File: src/rtl/fusion_pkg.sv
// Shared definitions for the bit-fusion sequencer: state encoding,
// per-mode pass count and mode legality.
package fusion_pkg;

    typedef enum logic [1:0] {
        IDLE = 2'd0,
        RUN  = 2'd1,
        DONE = 2'd2
    } state_t;

    // Index of the final pass for a mode: (num_banks >> mode) - 1.
    function automatic int pass_last(input int num_banks, input int mode);
        return (num_banks >> mode) - 1;
    endfunction

    function automatic logic mode_legal(input int mode, input int max_mode);
        return (mode < max_mode);
    endfunction

endpackage

File: src/rtl/fusion_pass_cnt.sv
// Wrapping pass-address counter with a programmable last value; advances
// on each fired step and flags the first/last pass of an operand.
module fusion_pass_cnt #(
    parameter int ADDR_WIDTH = 2
) (
    input  logic                  clk,
    input  logic                  reset,
    input  logic                  clr,
    input  logic                  en,
    input  logic [ADDR_WIDTH-1:0] limit,
    output logic [ADDR_WIDTH-1:0] addr,
    output logic                  first,
    output logic                  last,
    output logic                  wrap
);

    always_ff @(posedge clk or negedge reset) begin
        if (!reset) begin
            addr <= '0;
        end else if (clr) begin
            addr <= '0;
        end else if (en) begin
            addr <= last ? '0 : addr + ADDR_WIDTH'(1);
        end
    end

    assign first = (addr == '0);
    assign last  = (addr == limit);
    assign wrap  = en & last;

endmodule

File: src/rtl/fusion_seq_ctrl.sv
// Sequencer for the spatial bit-fusion multiplier array: accepts a layer
// configuration and steps the shared mode/addr lines through every pass of
// every operand. Optional performance counters: FUSION_SEQ_PERF_EN.
module fusion_seq_ctrl
    import fusion_pkg::*;
#(
    parameter int NUM_BANKS  = 4,
    parameter int ADDR_WIDTH = $clog2(NUM_BANKS),
    parameter int MODE_WIDTH = $clog2(ADDR_WIDTH + 1),
    parameter int MAX_MODE   = ADDR_WIDTH + 1,
    parameter int CNT_WIDTH  = 16
) (
    input  logic                  clk,
    input  logic                  reset,
    input  logic                  cfg_valid,
    output logic                  cfg_ready,
    input  logic [MODE_WIDTH-1:0] cfg_mode,
    input  logic [CNT_WIDTH-1:0]  cfg_num_ops,
    output logic [MODE_WIDTH-1:0] precision_mode,
    output logic [ADDR_WIDTH-1:0] addr,
    output logic                  step_valid,
    input  logic                  step_ready,
    output logic                  step_first,
    output logic                  step_last,
    output logic                  busy,
    output logic                  done,
    output logic                  cfg_err
`ifdef FUSION_SEQ_PERF_EN
    ,
    output logic [31:0]           perf_stall_cnt,
    output logic [31:0]           perf_step_cnt
`endif
);

    state_t                state, state_nxt;
    logic                  accept, reject, fire, wrap, last_op;
    logic                  pass_first, pass_last_flag;
    logic [CNT_WIDTH-1:0]  num_ops_q, op_cnt;
    logic [ADDR_WIDTH-1:0] limit;

    assign step_valid = (state == RUN);
    assign fire       = step_valid & step_ready;
    assign done       = (state == DONE);
    assign busy       = (state != IDLE);
    // Held low while reset is asserted so nothing is accepted mid-reset.
    assign cfg_ready  = (state == IDLE) & reset;
    assign last_op    = (op_cnt == num_ops_q - CNT_WIDTH'(1));
    assign limit      = ADDR_WIDTH'(pass_last(NUM_BANKS, int'(precision_mode)));
    assign step_first = step_valid & pass_first;
    assign step_last  = step_valid & pass_last_flag;

    always_ff @(posedge clk or negedge reset) begin
        if (!reset) state <= IDLE;
        else        state <= state_nxt;
    end

    always_comb begin
        state_nxt = state;
        accept    = 1'b0;
        reject    = 1'b0;
        case (state)
            IDLE: begin
                if (cfg_valid) begin
                    if (mode_legal(int'(cfg_mode), MAX_MODE)) begin
                        accept    = 1'b1;
                        state_nxt = (cfg_num_ops != '0) ? RUN : DONE;
                    end else begin
                        reject = 1'b1;
                    end
                end
            end
            RUN:     if (wrap && last_op) state_nxt = DONE;
            DONE:    state_nxt = IDLE;
            default: state_nxt = IDLE;
        endcase
    end

    always_ff @(posedge clk or negedge reset) begin
        if (!reset) begin
            precision_mode <= '0;
            num_ops_q      <= '0;
            op_cnt         <= '0;
            cfg_err        <= 1'b0;
        end else begin
            cfg_err <= reject;
            if (accept) begin
                precision_mode <= cfg_mode;
                num_ops_q      <= cfg_num_ops;
                op_cnt         <= '0;
            end else if (wrap) begin
                op_cnt <= op_cnt + CNT_WIDTH'(1);
            end
        end
    end

    fusion_pass_cnt #(
        .ADDR_WIDTH (ADDR_WIDTH)
    ) u_pass_cnt (
        .clk   (clk),
        .reset (reset),
        .clr   (accept),
        .en    (fire),
        .limit (limit),
        .addr  (addr),
        .first (pass_first),
        .last  (pass_last_flag),
        .wrap  (wrap)
    );

`ifdef FUSION_SEQ_PERF_EN
    function automatic logic [31:0] sat_inc(input logic [31:0] v);
        return (&v) ? v : v + 32'd1;
    endfunction

    always_ff @(posedge clk or negedge reset) begin
        if (!reset) begin
            perf_stall_cnt <= '0;
            perf_step_cnt  <= '0;
        end else if (accept) begin
            perf_stall_cnt <= '0;
            perf_step_cnt  <= '0;
        end else begin
            if (step_valid && !step_ready) perf_stall_cnt <= sat_inc(perf_stall_cnt);
            if (fire)                      perf_step_cnt  <= sat_inc(perf_step_cnt);
        end
    end
`endif

endmodule
File: config.mk
export PLATFORM = sky130hd
export DESIGN_NAME = fusion_seq_ctrl
export DESIGN_NICKNAME = d
export VERILOG_FILES = /design/src/rtl/fusion_pkg.sv /design/src/rtl/fusion_pass_cnt.sv /design/src/rtl/fusion_seq_ctrl.sv
export SDC_FILE = /design/constraint.sdc
export NUM_CORES = 1
export LEC_CHECK = 0
export CORE_MARGIN = 4
export CORE_UTILIZATION = 30
export DETAILED_ROUTE_END_ITERATION = 16
export PLACE_DENSITY = 0.56
export SYNTH_ARGS = -nofsm -noshare
export SYNTH_HDL_FRONTEND = slang
export SYNTH_SLANG_ARGS = --single-unit
export TNS_END_PERCENT = 50
File: constraint.sdc
create_clock -name clk -period 3.1 [get_ports clk]
set_input_delay 0.62 -clock clk [delete_from_list [all_inputs] [get_ports clk]]
set_output_delay 0.62 -clock clk [all_outputs]
set_load 0.05 [all_outputs]
# Word level (Yosys, flattened, before mapping)
# Cells that the tools add are included.
[totals]
word_cells = 48
out_inout_bits = 11
ff_bits = 39
[op_classes]
addsub = 4
n_bitwise = 5
reduce_logical = 8
shift = 1
muxes = 16
eq_ne = 7
magnitude_cmp = 1
[ops]
columns = ["op", "n"]
rows = [
  ["2-to-1 mux 16 bit", 2],
  ["adder 16 x 1 -> 16 bit, second input constant", 1],
  ["equality test 16 bit", 1],
  ["nonzero test 16 bit", 1],
  ["subtractor 16 x 1 -> 16 bit, second input constant", 1],
  ["2-to-1 mux 2 bit", 7],
  ["2-to-1 mux 1 bit", 6],
  ["nonzero test 2 bit", 3],
  ["AND 1 bit", 5],
  ["logical NOT 2 bit", 2],
  ["!= test 2 x 1 -> 1 bit, second input constant", 2],
  ["one-hot mux 2 bit (2 select lines)", 1],
  ["AND reduction 3 bit", 1],
  ["right shift 3 x 2 -> 2 bit, first input constant", 1],
  ["adder 2 x 1 -> 2 bit, second input constant", 1],
  ["equality test 2 x 1 -> 1 bit, second input constant", 1],
  ["equality test 2 bit", 1],
  ["equality test 2 bit, second input constant", 1],
  ["< comparator 2 bit, second input constant", 1],
  ["!= test 2 bit, second input constant", 1],
  ["subtractor 2 bit, second input constant", 1],
  ["logical AND 1 bit", 1],
]

# Logic depth before layout (Yosys ltp)
[depth]
ltp_word = 7
mapped_depth = 9
mapped_depth_nobuf = 8

# Modules after synthesis
# A second synthesis with hierarchy kept.
[hier_totals]
cells_unflattened = 234
area_unflattened_um2 = 2267.2
[by_module_without_submodules]
columns = ["module", "area_each_um2", "instances", "seq_area_each_um2", "cells_per_inst"]
rows = [
  ["fusion_seq_ctrl", 2132.0, 1, 925.9, 220],
  ["fusion_pass_cnt", 135.1, 1, 50.0, 14],
]

# Worst setup path before layout
# No wires, ideal clock.
[synth_path]
path_type = "register -> output"
start = "register precision_mode[0]"
end = "output port step_last"
arrival_ps = 1991
setup_slack_ps = 489
required_time_ps = 2480
path_stages_with_launch = 6
n_path_buf = 0
path_cell_list = "dfrtp_1 > inv_1 > ha_1 > xnor2_1 > nand2_1 > nor2_1"
[synth_via]
elab_chain_len = 4
[synth_lines]
columns = ["element", "line_no", "rtl"]
rows = [
  ["start: declaration", "fusion_seq_ctrl.sv:19", "output logic [MODE_WIDTH-1:0] precision_mode,"],
  ["start signal: assignment", "fusion_seq_ctrl.sv:87", "precision_mode <= cfg_mode;"],
  ["right shift 3 x 2 -> 2 bit", "fusion_pkg.sv:13", "return (num_banks >> mode) - 1;"],
  ["subtractor 2 bit", "fusion_pkg.sv:13", ""],
  ["equality test 2 bit", "fusion_pass_cnt.sv:28", "assign last = (addr == limit);"],
  ["AND 1 bit", "fusion_seq_ctrl.sv:50", "assign step_last = step_valid & pass_last_flag;"],
  ["end: declaration", "fusion_seq_ctrl.sv:24", "output logic step_last,"],
]
# Every way passes these cells.

# Worst setup path in the final report
[layout_path]
start = "register state[1]"
end = "output port step_first"
[layout_via]
elab_chain_len = 2
[layout_lines]
columns = ["element", "line_no", "rtl"]
rows = [
  ["start: declaration", "fusion_seq_ctrl.sv:35", "state_t state, state_nxt;"],
  ["start signal: assignment", "fusion_seq_ctrl.sv:54", "else state <= state_nxt;"],
  ["equality test 2 x 1 -> 1 bit", "fusion_seq_ctrl.sv:41", "assign step_valid = (state == RUN);"],
  ["AND 1 bit", "fusion_seq_ctrl.sv:49", "assign step_first = step_valid & pass_first;"],
  ["end: declaration", "fusion_seq_ctrl.sv:23", "output logic step_first,"],
]
# Every way passes these cells.

==> results.txt <==
- Result of the run: completed
- Leaving out fill and tap cells, the most frequent cells in the layout are sky130_fd_sc_hd__dfrtp_1, sky130_fd_sc_hd__nor2_1, sky130_fd_sc_hd__clkdlybuf4s50_1, sky130_fd_sc_hd__xnor2_1, sky130_fd_sc_hd__nand2_1.
- List of cells traversed by the critical path: nand2b_2 > clkinv_1 > and2_1 > clkdlybuf4s50_1
- The routed design has 5.57 mm of wire.
- Fraction of the cycle the final worst path needs: 84.4%
* Total iterations of the first detailed-routing run: 4
- The clock reaches the later pin of the worst-skew pair after 290 ps.
- Period minus WS final: 2620 ps
- Worst IR Drop VDD: 0.213 mV
- The initial antenna violation count is 0.
* Global-route total usage across every layer: 12.2%
- Vias after detailed routing: 1959
* Via-to-Cell Ratio: 4.95
- Register area share after synthesis: 40.5%
- Pin count of the biggest net entering global routing: 40
- Clock tree from TritonCTS: built
* Transition time of the tightest slew-check pin: between 500 and 600 ps
- The number of max-slew violations in the final report was 0.
- OpenSTA, run right after detailed placement, puts the worst setup slack at roughly 490 ps.
* Crit end category: output pin
* Top cell family by delay on the critical path: buffers and inverters
* Vias in the first global route: 2022
- In the final layout, the share of cells above drive strength 1 is 11.2%.
- CP Class: flip-flop to output pin
* Async set-or-reset flop fraction in the synthesized netlist: 100%
- In this run the cell area measured after placement is 2830 µm².
- Total power consumption of the routed design: ~1.9 mW
- Final design utilization: about 38%
- Count of filler cells inserted in the layout: 791
- After synthesis, the cell types taking the most area are sky130_fd_sc_hd__dfrtp_1, sky130_fd_sc_hd__xnor2_1, sky130_fd_sc_hd__mux2_2.
- Crit path DAT: around 2000 ps
* Core outline area: between 7000 and 8000 µm²
- Maximum net fanout on the critical path: 8
* Clock Tree Buf Depth: 2
- Total congestion overflow after global routing: 0
* Peak per-stage delay on the critical path: 790 ps
* First-pass GRT wire length: 9.69 mm
* Syn Inst Count: 260
* Starting DRC count in detailed routing: 116
- Buffers inserted during clock tree synthesis total 5.
- After detailed placement, the design holds a cell count of 389.
- Across the routed clock network, the largest skew measured is 10.7 ps.
- Pin placement for this block handled 33 I/O pins.
- Req. time, crit path: 2480 ps
- Yosys mapped the design onto 50 distinct sky130hd cell types.
- The number of hold buffers added after CTS was 0.
- Die boundary height: 97.6 µm
* Number of cells on the worst reg-to-reg path: 6
- Input and output buffers added on the ports amount to 32.
- Leading cell type in the layout, fill and taps excluded: sky130_fd_sc_hd__dfrtp_1
* Placement row count: 32
* Setup_tns: 0 ps
* Hold Path Class: input pin to asynchronous set/reset pin
- Worst R2R End: state[1]$_DFFE_PN0P_
- Post-detailed-route wirelength per cell: 14.1 µm
- The startpoint identified for the worst register-to-register timing path is num_ops_q[1]$_DFFE_PN0P_.
- The tightest hold path in the finished design has a slack of approximately 380 ps.
- Of all cell types, the one taking the most synthesized area is sky130_fd_sc_hd__dfrtp_1.
- The number of nets handed over by synthesis was approximately 290.
- The wire-length estimate of the detail-placed layout is ~4.2 mm.
- Synthesis inferred 39 register bits.
- The count of cells in the finished layout, fillers not included, comes to 396.
- Worst setup SP type: flip-flop
- For this run, the number of Yosys warnings is 0.
* Starting density of the core: 31.0%
- Slack of the worst reg-to-reg path: 520 ps
- Area of the die: about 9500 µm²
- Clock Root Buffer: sky130_fd_sc_hd__clkbuf_8
- Combined area of all synthesized cells: 2410 µm²
- Once routing completed, OpenROAD measured the worst setup slack at 483 ps.
* Post-synth EDFFs: 0
- The number of buffers and inverters on the critical path is 2.
- Highest attainable clock frequency: 382 MHz
* Final Net Count: 320
- Clk pin slew, worst setup/hold paths: roughly 80 ps
* Number of remaining DRC errors: 0
* Final Hold Vio Count: 0
* Final antenna-violating net count: 0
- Synthesis-to-layout area growth: 21.3%
* Routability cong.: 0.902
- For this design the ratio of total power to cell area is 659 nW/µm².
- Once layout is done, the placed cells without fillers occupy 2920 µm².
* Most used flip-flop cell after synthesis: sky130_fd_sc_hd__dfrtp_1
* Unrepaired setup endpoints after global routing: false
- Summed over its instances, the top area cell type makes up 40.5% of the synthesized netlist area.
- In this run the horizontal extent of the chip is 97.6 µm.
- The clock net in this run drives a total of 39 sinks.
* Antenna diode count: 0
- The tool flagged a number of max-cap violations equal to 0.
- Each instance of the synthesized netlist takes up on average 9.26 µm².
- Lkg Pwr: ~1.1 nW
- Capturing element of the worst setup path: step_first
- The slowest stage of the critical path is the sky130_fd_sc_hd__clkdlybuf4s50_1 cell.
- The H-tree was split into 2 levels.
* Relative slew margins: 65.9%
- The critical path runs through a total of 4 cells.
- Setup violations remaining at the end of the flow were counted as 0.
- Crit path from: state[1]$_DFFE_PN0P_
cell families after synthesis:
family	count (synthesis)	synth area share (%)
simple gates	110	24.3
flops	39	40.5
fa+ha+maj	4	2.08
xor+xnor	34	12.4
buf+inv	23	4.31
compound gates	36	9.88
mux	14	6.55
registers in the layout, summed over array words and instances (netlist names):
register	count
cfg_err	1
num_ops_q	16
op_cnt	16
precision_mode	2
state	2
u_pass_cnt.addr	2
how the worst min path moves through the flow:
stage                                             start                            end  slack, ps  depth (start not counted)
after floorplan                                   reset              cfg_err$_DFF_PN0_        320                          0
after global placement    precision_mode[0]$_DFFE_PN0P_  precision_mode[0]$_DFFE_PN0P_        520                          2
after detailed placement  precision_mode[0]$_DFFE_PN0P_  precision_mode[0]$_DFFE_PN0P_        530                          2
after CTS                                         reset  precision_mode[1]$_DFFE_PN0P_        410                          2
after global routing                              reset  precision_mode[1]$_DFFE_PN0P_        450                          2
final                                             reset  precision_mode[1]$_DFFE_PN0P_        380                          2
per-layer routing:
| layer | track usage, % | up-vias | part of all wire, % |
|---|---|---|---|
| li1 | - | 977 | - |
| met1 | 16.0 | 940 | 49 |
| met2 | 20.1 | 36 | 46 |
| met3 | 2.58 | 6 | 4.4 |
| met4 | 3.51 | 0 | 1.2 |
| met5 | 0 | - | 0 |
synthesized netlist by cell type, drive strengths merged, types with 2 or more instances:
master / count
nor2: 32
a31oi: 2
nand2: 15
ha: 4
dfrtp: 39
xor2: 8
o21ai: 11
xnor2: 26
nor2b: 3
nand3: 6
o41a: 3
inv: 13
mux2: 14
nor4: 8
nor3: 10
a21oi: 9
and2: 3
o21a: 2
or3: 8
or4: 3
nand2b: 4
nand4: 8
clkbuf: 6
buf: 3
area by class of cell:
class,count,area (µm²),area share [%]
clock inverters,1,5.00,0.171
repair buffers,36,345,11.8
multi-input cells,198,1330,45.6
flip-flops and latches,39,976,33.4
well taps,102,128,4.37
inverters,14,52.6,1.80
clock buffers,6,82.6,2.83
where the power goes:
| part | internal, mW | leakage, nW | switching (mW) |
|---|---|---|---|
| sequential | 0.610 | 0.498 | 0.149 |
| combinational | 0.360 | 0.593 | 0.457 |
| clock | 0.175 | 0.0470 | 0.173 |
| total | 1.14 | 1.14 | 0.780 |
repair_timing:
action	4_1_cts	5_1_grt
gates resized for setup	0	1
setup endpoints to repair	0	1
buffers inserted	0	0
No activity file was read; power rests on OpenSTA's default activity.
